## config.mk

```make
export PLATFORM = sky130hd
export DESIGN_NAME = rns_mac_sequencer
export DESIGN_NICKNAME = d
export VERILOG_FILES = /design/src/rtl/rns_mac_sequencer.sv
export SDC_FILE = /design/constraint.sdc
export NUM_CORES = 1
export LEC_CHECK = 0
export CAP_MARGIN = 20
export CORE_ASPECT_RATIO = 1.5
export CORE_MARGIN = 10
export CORE_UTILIZATION = 35
export DETAILED_ROUTE_END_ITERATION = 10
export PLACE_DENSITY = 0.63
export REMOVE_ABC_BUFFERS = 1
export SLEW_MARGIN = 20
export SYNTH_ARGS = -nofsm -noshare
export SYNTH_HDL_FRONTEND = slang
export SYNTH_SLANG_ARGS = --single-unit
```

## constraint.sdc

```tcl
create_clock -name clk -period 3.5 [get_ports clk]
set_clock_uncertainty 0.15 [all_clocks]
set_input_delay 0.7 -clock clk [delete_from_list [all_inputs] [get_ports clk]]
set_output_delay 0.7 -clock clk [all_outputs]
set_load 0.01 [all_outputs]
```

## src/rtl/rns_mac_sequencer.sv

```systemverilog
// Residue-domain multiply-accumulate sequencer driving a mod-129 and a mod-256 RNS ALU.
// Each accepted operand pair costs one MUL cycle and one ADD/SUB cycle into the accumulators.
module rns_mac_sequencer #(
    parameter int CNT_W   = 8,
    parameter int MAX_LEN = 255
) (
    input  logic             clk,
    input  logic             rst,
    input  logic             clear,
    input  logic             in_valid,
    output logic             in_ready,
    input  logic [7:0]       in_a129,
    input  logic [7:0]       in_b129,
    input  logic [7:0]       in_a256,
    input  logic [7:0]       in_b256,
    input  logic             in_sub,
    input  logic             in_last,
    output logic             alu_en,
    output logic [0:14]      alu_ctrl,
    output logic [7:0]       alu_op1_129,
    output logic [7:0]       alu_op2_129,
    output logic [7:0]       alu_op1_256,
    output logic [7:0]       alu_op2_256,
    input  logic [7:0]       alu_dout_129,
    input  logic [7:0]       alu_dout_256,
    output logic             out_valid,
    input  logic             out_ready,
    output logic [7:0]       out_acc129,
    output logic [7:0]       out_acc256,
    output logic [CNT_W-1:0] out_count,
    output logic             out_trunc,
    output logic             out_err
);

    typedef enum logic [1:0] {
        S_IDLE = 2'd0,
        S_MUL  = 2'd1,
        S_ACC  = 2'd2,
        S_DONE = 2'd3
    } state_t;

    state_t state_q, state_d;

    logic [7:0]       a129_q, b129_q, a256_q, b256_q;
    logic             sub_q, last_q;
    logic [7:0]       prod129_q, prod256_q;
    logic [7:0]       acc129_q, acc256_q;
    logic [CNT_W-1:0] count_q;
    logic [CNT_W-1:0] count_inc;
    logic             trunc_q, err_q;
    logic             seq_end;

    assign count_inc = count_q + CNT_W'(1);
    assign seq_end   = last_q || (count_inc == CNT_W'(MAX_LEN));

    // Handshakes: a transfer happens on a clock edge where valid and ready are both 1.
    // in_ready is high only in IDLE and out_valid only in DONE, so they never overlap;
    // the result stays stable while out_valid waits for out_ready.
    always_comb begin
        state_d     = state_q;
        in_ready    = 1'b0;
        out_valid   = 1'b0;
        alu_en      = 1'b0;
        alu_ctrl    = '0;
        alu_op1_129 = 8'd0;
        alu_op2_129 = 8'd0;
        alu_op1_256 = 8'd0;
        alu_op2_256 = 8'd0;
        case (state_q)
            S_IDLE: begin
                in_ready = 1'b1;
                if (in_valid) state_d = S_MUL;
            end
            S_MUL: begin
                alu_en       = 1'b1;
                alu_ctrl[14] = 1'b1;
                alu_op1_129  = a129_q;
                alu_op2_129  = b129_q;
                alu_op1_256  = a256_q;
                alu_op2_256  = b256_q;
                state_d      = S_ACC;
            end
            S_ACC: begin
                alu_en = 1'b1;
                if (sub_q) alu_ctrl[8] = 1'b1;
                else       alu_ctrl[0] = 1'b1;
                alu_op1_129 = acc129_q;
                alu_op2_129 = prod129_q;
                alu_op1_256 = acc256_q;
                alu_op2_256 = prod256_q;
                state_d     = seq_end ? S_DONE : S_IDLE;
            end
            S_DONE: begin
                out_valid = 1'b1;
                if (out_ready) state_d = S_IDLE;
            end
            default: state_d = S_IDLE;
        endcase
    end

    always_ff @(posedge clk) begin
        if (rst || clear) begin
            state_q   <= S_IDLE;
            a129_q    <= 8'd0;
            b129_q    <= 8'd0;
            a256_q    <= 8'd0;
            b256_q    <= 8'd0;
            sub_q     <= 1'b0;
            last_q    <= 1'b0;
            prod129_q <= 8'd0;
            prod256_q <= 8'd0;
            acc129_q  <= 8'd0;
            acc256_q  <= 8'd0;
            count_q   <= '0;
            trunc_q   <= 1'b0;
            err_q     <= 1'b0;
        end else begin
            state_q <= state_d;
            case (state_q)
                S_IDLE: begin
                    if (in_valid) begin
                        a129_q <= in_a129;
                        b129_q <= in_b129;
                        a256_q <= in_a256;
                        b256_q <= in_b256;
                        sub_q  <= in_sub;
                        last_q <= in_last;
                        // Out-of-range residues are still processed; only flagged.
                        if (in_a129 >= 8'd129 || in_b129 >= 8'd129) err_q <= 1'b1;
                    end
                end
                S_MUL: begin
                    prod129_q <= alu_dout_129;
                    prod256_q <= alu_dout_256;
                end
                S_ACC: begin
                    acc129_q <= alu_dout_129;
                    acc256_q <= alu_dout_256;
                    count_q  <= count_inc;
                    if (seq_end) trunc_q <= !last_q;
                end
                S_DONE: begin
                    if (out_ready) begin
                        acc129_q <= 8'd0;
                        acc256_q <= 8'd0;
                        count_q  <= '0;
                        trunc_q  <= 1'b0;
                        err_q    <= 1'b0;
                    end
                end
                default: ;
            endcase
        end
    end

    assign out_acc129 = acc129_q;
    assign out_acc256 = acc256_q;
    assign out_count  = count_q;
    assign out_trunc  = trunc_q;
    assign out_err    = err_q;

endmodule

```

# Yosys cells after proc, flatten, opt, wreduce, memory -nomap -nowiden
# Cells that the tools add are included.
# word_totals
out_inout_bits	76
wordCells	64
ramBits	0
reg_bits	78
mem_count	0
rom_bits	0
latchBits	0
# op_classes
n_reduce_logical	13
shifts	0
n_eq_ne	8
add_sub_neg	1
n_div	0
mul	0
n_bitwise	0
order_cmp	2
n_mux	26
# ops
op	n
$pmux 8 s2	7
$ge 8x8->1 const B	2
$mux 1	12
$add 8x1->8 const B	1
$eq 8x8->1 const B	1
$mux 8	1
$ne 2x2->1 const B	4
$pmux 2 s4	1
$mux 2	3
$reduce_and 2->1	3
$eq 2x2->1 const B	2
$pmux 1 s2	2
$reduce_and 4->1	1
$reduce_bool 2->1	2
$logic_or 1x1->1	3
$reduce_and 3->1	1
$eq 2x1->1 const B	1
$logic_not 2->1	1
$reduce_or 2->1	1
$logic_not 1->1	1

# Logic depth before layout (Yosys ltp)
# logic_depth
word_depth	5
ltp_mapped	7
mapped_depth_nobuf	6

# Worst setup path before layout
# No wires, ideal clock.
# synth_timing
path_type	register to output
from	reg state_q[1]
to	out alu_op2_256[1]
arrival_time_ps	1696
path_buffers	2
slack_ps	954
required_time_ps	2650
path_stages_with_launch	7
path_cell_list	dfxtp_1 > inv_1 > ha_1 > clkbuf_1 > buf_1 > a22oi_1 > nor2b_1
# synth_via
elab_chain_len	2
elab_cells_between_ends	3
classes_between	2 x eq/ne; 1 x mux
# synth_rtl
item	line_no	text
start, declared	42	state_t state_q, state_d;
start signal, assigned	118	state_q <= state_d;
$eq 2x2->1 / $eq 2x1->1 (equally long branches)	69	case (state_q)
$pmux 8 s2 (*)	69	
end, declared	23	output logic [7:0] alu_op2_256,
# Every way passes the cells marked *; elsewhere a longest branch is shown, timed or not.

# Worst setup path after layout
# layout_timing
from	reg state_q[0]
to	out alu_op1_256[0]
# layout_via
elab_chain_len	2
elab_cells_between_ends	3
classes_between	2 x eq/ne; 1 x mux
# layout_rtl
item	line_no	text
$eq 2x2->1 / $eq 2x1->1 (equally long branches)	69	
$pmux 8 s2 (*)	69	
end, declared	22	output logic [7:0] alu_op1_256,
# Marked as above.

==> results.md <==
* Logic pwr share at a little over a tenth
* R2R depth at 6
* Antenna violations before repair at 0
* Gr usage total at ~16%
* Die Span Y at between 100 and 150 microns
* Router iterations before antenna repair at 4
* Final WS setup at approximately 0.23 ns
* Startpoint types: flop
* Synth cell types at between 40 and 50
* Final Max Tran Viols at 0
* LEAKAGE at 1.75 nW
* Fmax at approximately 0.31 GHz
* Fin Setup TNS at 0 ns
* Dpl hpwl at 9270 microns
* GPL Wtd Cong at approximately 0.85
* Largest net degree at the start of global routing at 38
* Netlist Area Pre-Place at 3780 sq um
* Gr ovfl total at 0
* #FFs+latches synth at approximately 80
* CTS Buf Count at 9
* Drt wl/cell at 17.4 microns
* Crit Path Category: flop to output port
* Setup Buffers After CTS at 0
* Residual DRC at 0
* Later-pin clock latency in the skew report at ~0.34 ns
* First-pass GRT wire length at approximately 20000 microns
* CTS H-tree depth at 3
* Cell Int Power at 1.57 mW
* Cell taking the most area after synthesis: dfxtp_1
* Die ar. at between 15000 and 20000 sq um
* Status: complete, no violations
* Area contributors post-synth: dfxtp_1, nand2_1, a21oi_1
* Final setup vio count at 0
* PD cells at about 380 nW/um^2
* Post-CTS sizing at 0
* Post-CTS Hold Fix Bufs at 0
* Post-synth top cells: nand2_1, dfxtp_1, a21oi_1
* Number of flops mapped to enable cells by yosys at 0
* Main synth FF type: dfxtp_1
* Initial Util at between 30% and 40%
* Relative slew margins at between 40% and 50%
* RSZ-0062 raised after global routing: false
* Root Driver: clkbuf_16
* Number of global-route vias before repair at 3887
* Vias at between 3k and 4k
* Warning count from the yosys run at 0
* I/O pins at between 100 and 150
* P&R area growth vs syn at 42.1%
* Most Crowded Layer GR: met2
* Clock power frac at between 40% and 50%
* Count leader, synth: nand2_1
* Ant. Diodes at 0
* Routing usage on met1 at between 10% and 20%
* Max cap viols at 0
* Min Tclk post-route at 3.27 ns
* Final hold slack at a little over 0.3 ns
* Clock slew seen by the registers of the worst setup and hold paths at 0.06 ns
* DRT iter0 DRCs at approximately 160
* CP arrival at 2.42 ns
* Reg power frac at between 40% and 50%
* Req. time, crit path at roughly 2.7 ns
* CORE AREA at 10600 sq um
* CP Max Fanout at 14
* Area share of the largest cell type after synthesis at between 40% and 50%
* Switching part of the total at around 24%
* IO buf count at ~120
* Vias per cell at a little over 5
* Dpl cells at between 700 and 800
* CTS tree: done
* Final Hold Fails at 0
* Crit. End Element: output port
* Hold Crit Depth at 2
* Clk buf depth at 2
* Pre-CTS setup slack at approximately 0.55 ns
* Die width at about 100 microns
* Asr flop ratio synth at 0%
* Overall power at 2.06 mW
* Mapped Cells at 470
* Post-DRT Antenna Nets at 0
* Met2 Resource Use GR at between 30% and 40%
* Hold crit path type: flop to flop
* Avg Synthesized Cell Area at between 8 and 9 sq um
* Sw power at between 400 and 500 uW
* CTS sink count at 78
* Worst Max-Slew Pin Slew at between 0.7 and 0.8 ns
* Share of cells above drive strength 1 at around 6.9%
* Met3 Resource Use GR at around 4.5%
* Nets at around 640
* Seq/Total Area, Yosys at 41.3%
* Row count at 46
* Peak VDD IR at roughly 0.28 mV
* Post-layout instance count excluding filler cells at 725
* Routed wire length at around 13000 microns
* Fin crit share at between 90% and 100%
## layer usage
metal / up-vias / share of wire (%)
met5: - / 0
met4: 0 / 1.7
met3: 9 / 5.3
met2: 115 / 54
met1: 1743 / 39
li1: 1813 / -
## worst paths after layout
check	slack (ns)	endpoint	start
max	0.23	alu_op1_256[0]	state_q[0]
min	0.31	a129_q[1]	a129_q[1]
max reg2reg	1.11	out_count[3]	state_q[0]
min reg2reg	0.31	a129_q[1]	a129_q[1]
## power by group through the flow
stage	Sequential, mW	Clock [mW]	Combinational [mW]
2_1_floorplan	0.935	0	0.101
3_3_place_gp	0.937	0	0.224
3_5_place_dp	0.938	0	0.226
4_1_cts	0.918	0.938	0.227
5_1_grt	0.920	0.974	0.248
6_report	0.918	0.920	0.226
## final cells by class
cell class	instances	area [sq um]
fill	1059	5210
sequential	78	1560
timing repair buffer	132	1300
tap	144	180
clock inverter	6	62.6
inverter	4	15.0
multi-input combinational	351	2030
clock buffer	10	229
## cells in the final DEF, fill, tap and decap left out, types with 3 or more instances in the layout
cell	n
a21oi_1	60
a22oi_1	32
buf_4	12
clkbuf_16	9
clkdlybuf4s50_1	118
clkinvlp_4	3
conb_1	12
dfxtp_1	78
ha_1	4
inv_1	4
mux2i_1	17
nand2_1	88
nand2b_1	6
nand3_1	5
nand3b_1	16
nand4_1	3
nor2_1	28
nor2b_1	37
nor3_1	3
o21ai_0	6
## stage by stage
step,area [sq um],util (%)
3_3_place_gp,5070,47.9
3_5_place_dp,5070,47.9
6_report,5380,50.8
5_1_grt,5380,50.8
4_1_cts,5370,50.7
2_1_floorplan,3590,-
## cell families after synthesis
logic type / synth area share (%)
other: 0.0991
xor gates and xnor gates: 0.231
muxes: 4.50
DFF: 41.3
adders and majority gates: 1.98
and+or+nand+nor: 25.6
buffers and inverters: 6.51
AOI/OAI and AO/OA: 19.8
## flip-flops by register name, indices dropped and copies added (netlist names), 2 cells and up
signal	flops
a256_q	8
out_acc129	8
out_acc256	8
b129_q	8
b256_q	8
prod256_q	8
state_q	2
a129_q	8
out_count	8
prod129_q	8
## worst max-delay path: stages, from the launching register on
cell,delay [ns]
dfxtp_1,0.40
inv_1,0.10
ha_1,0.61
buf_4,0.25
nor2b_1,0.13
clkdlybuf4s50_1,0.58
No activity file was read; power rests on OpenSTA's default activity.
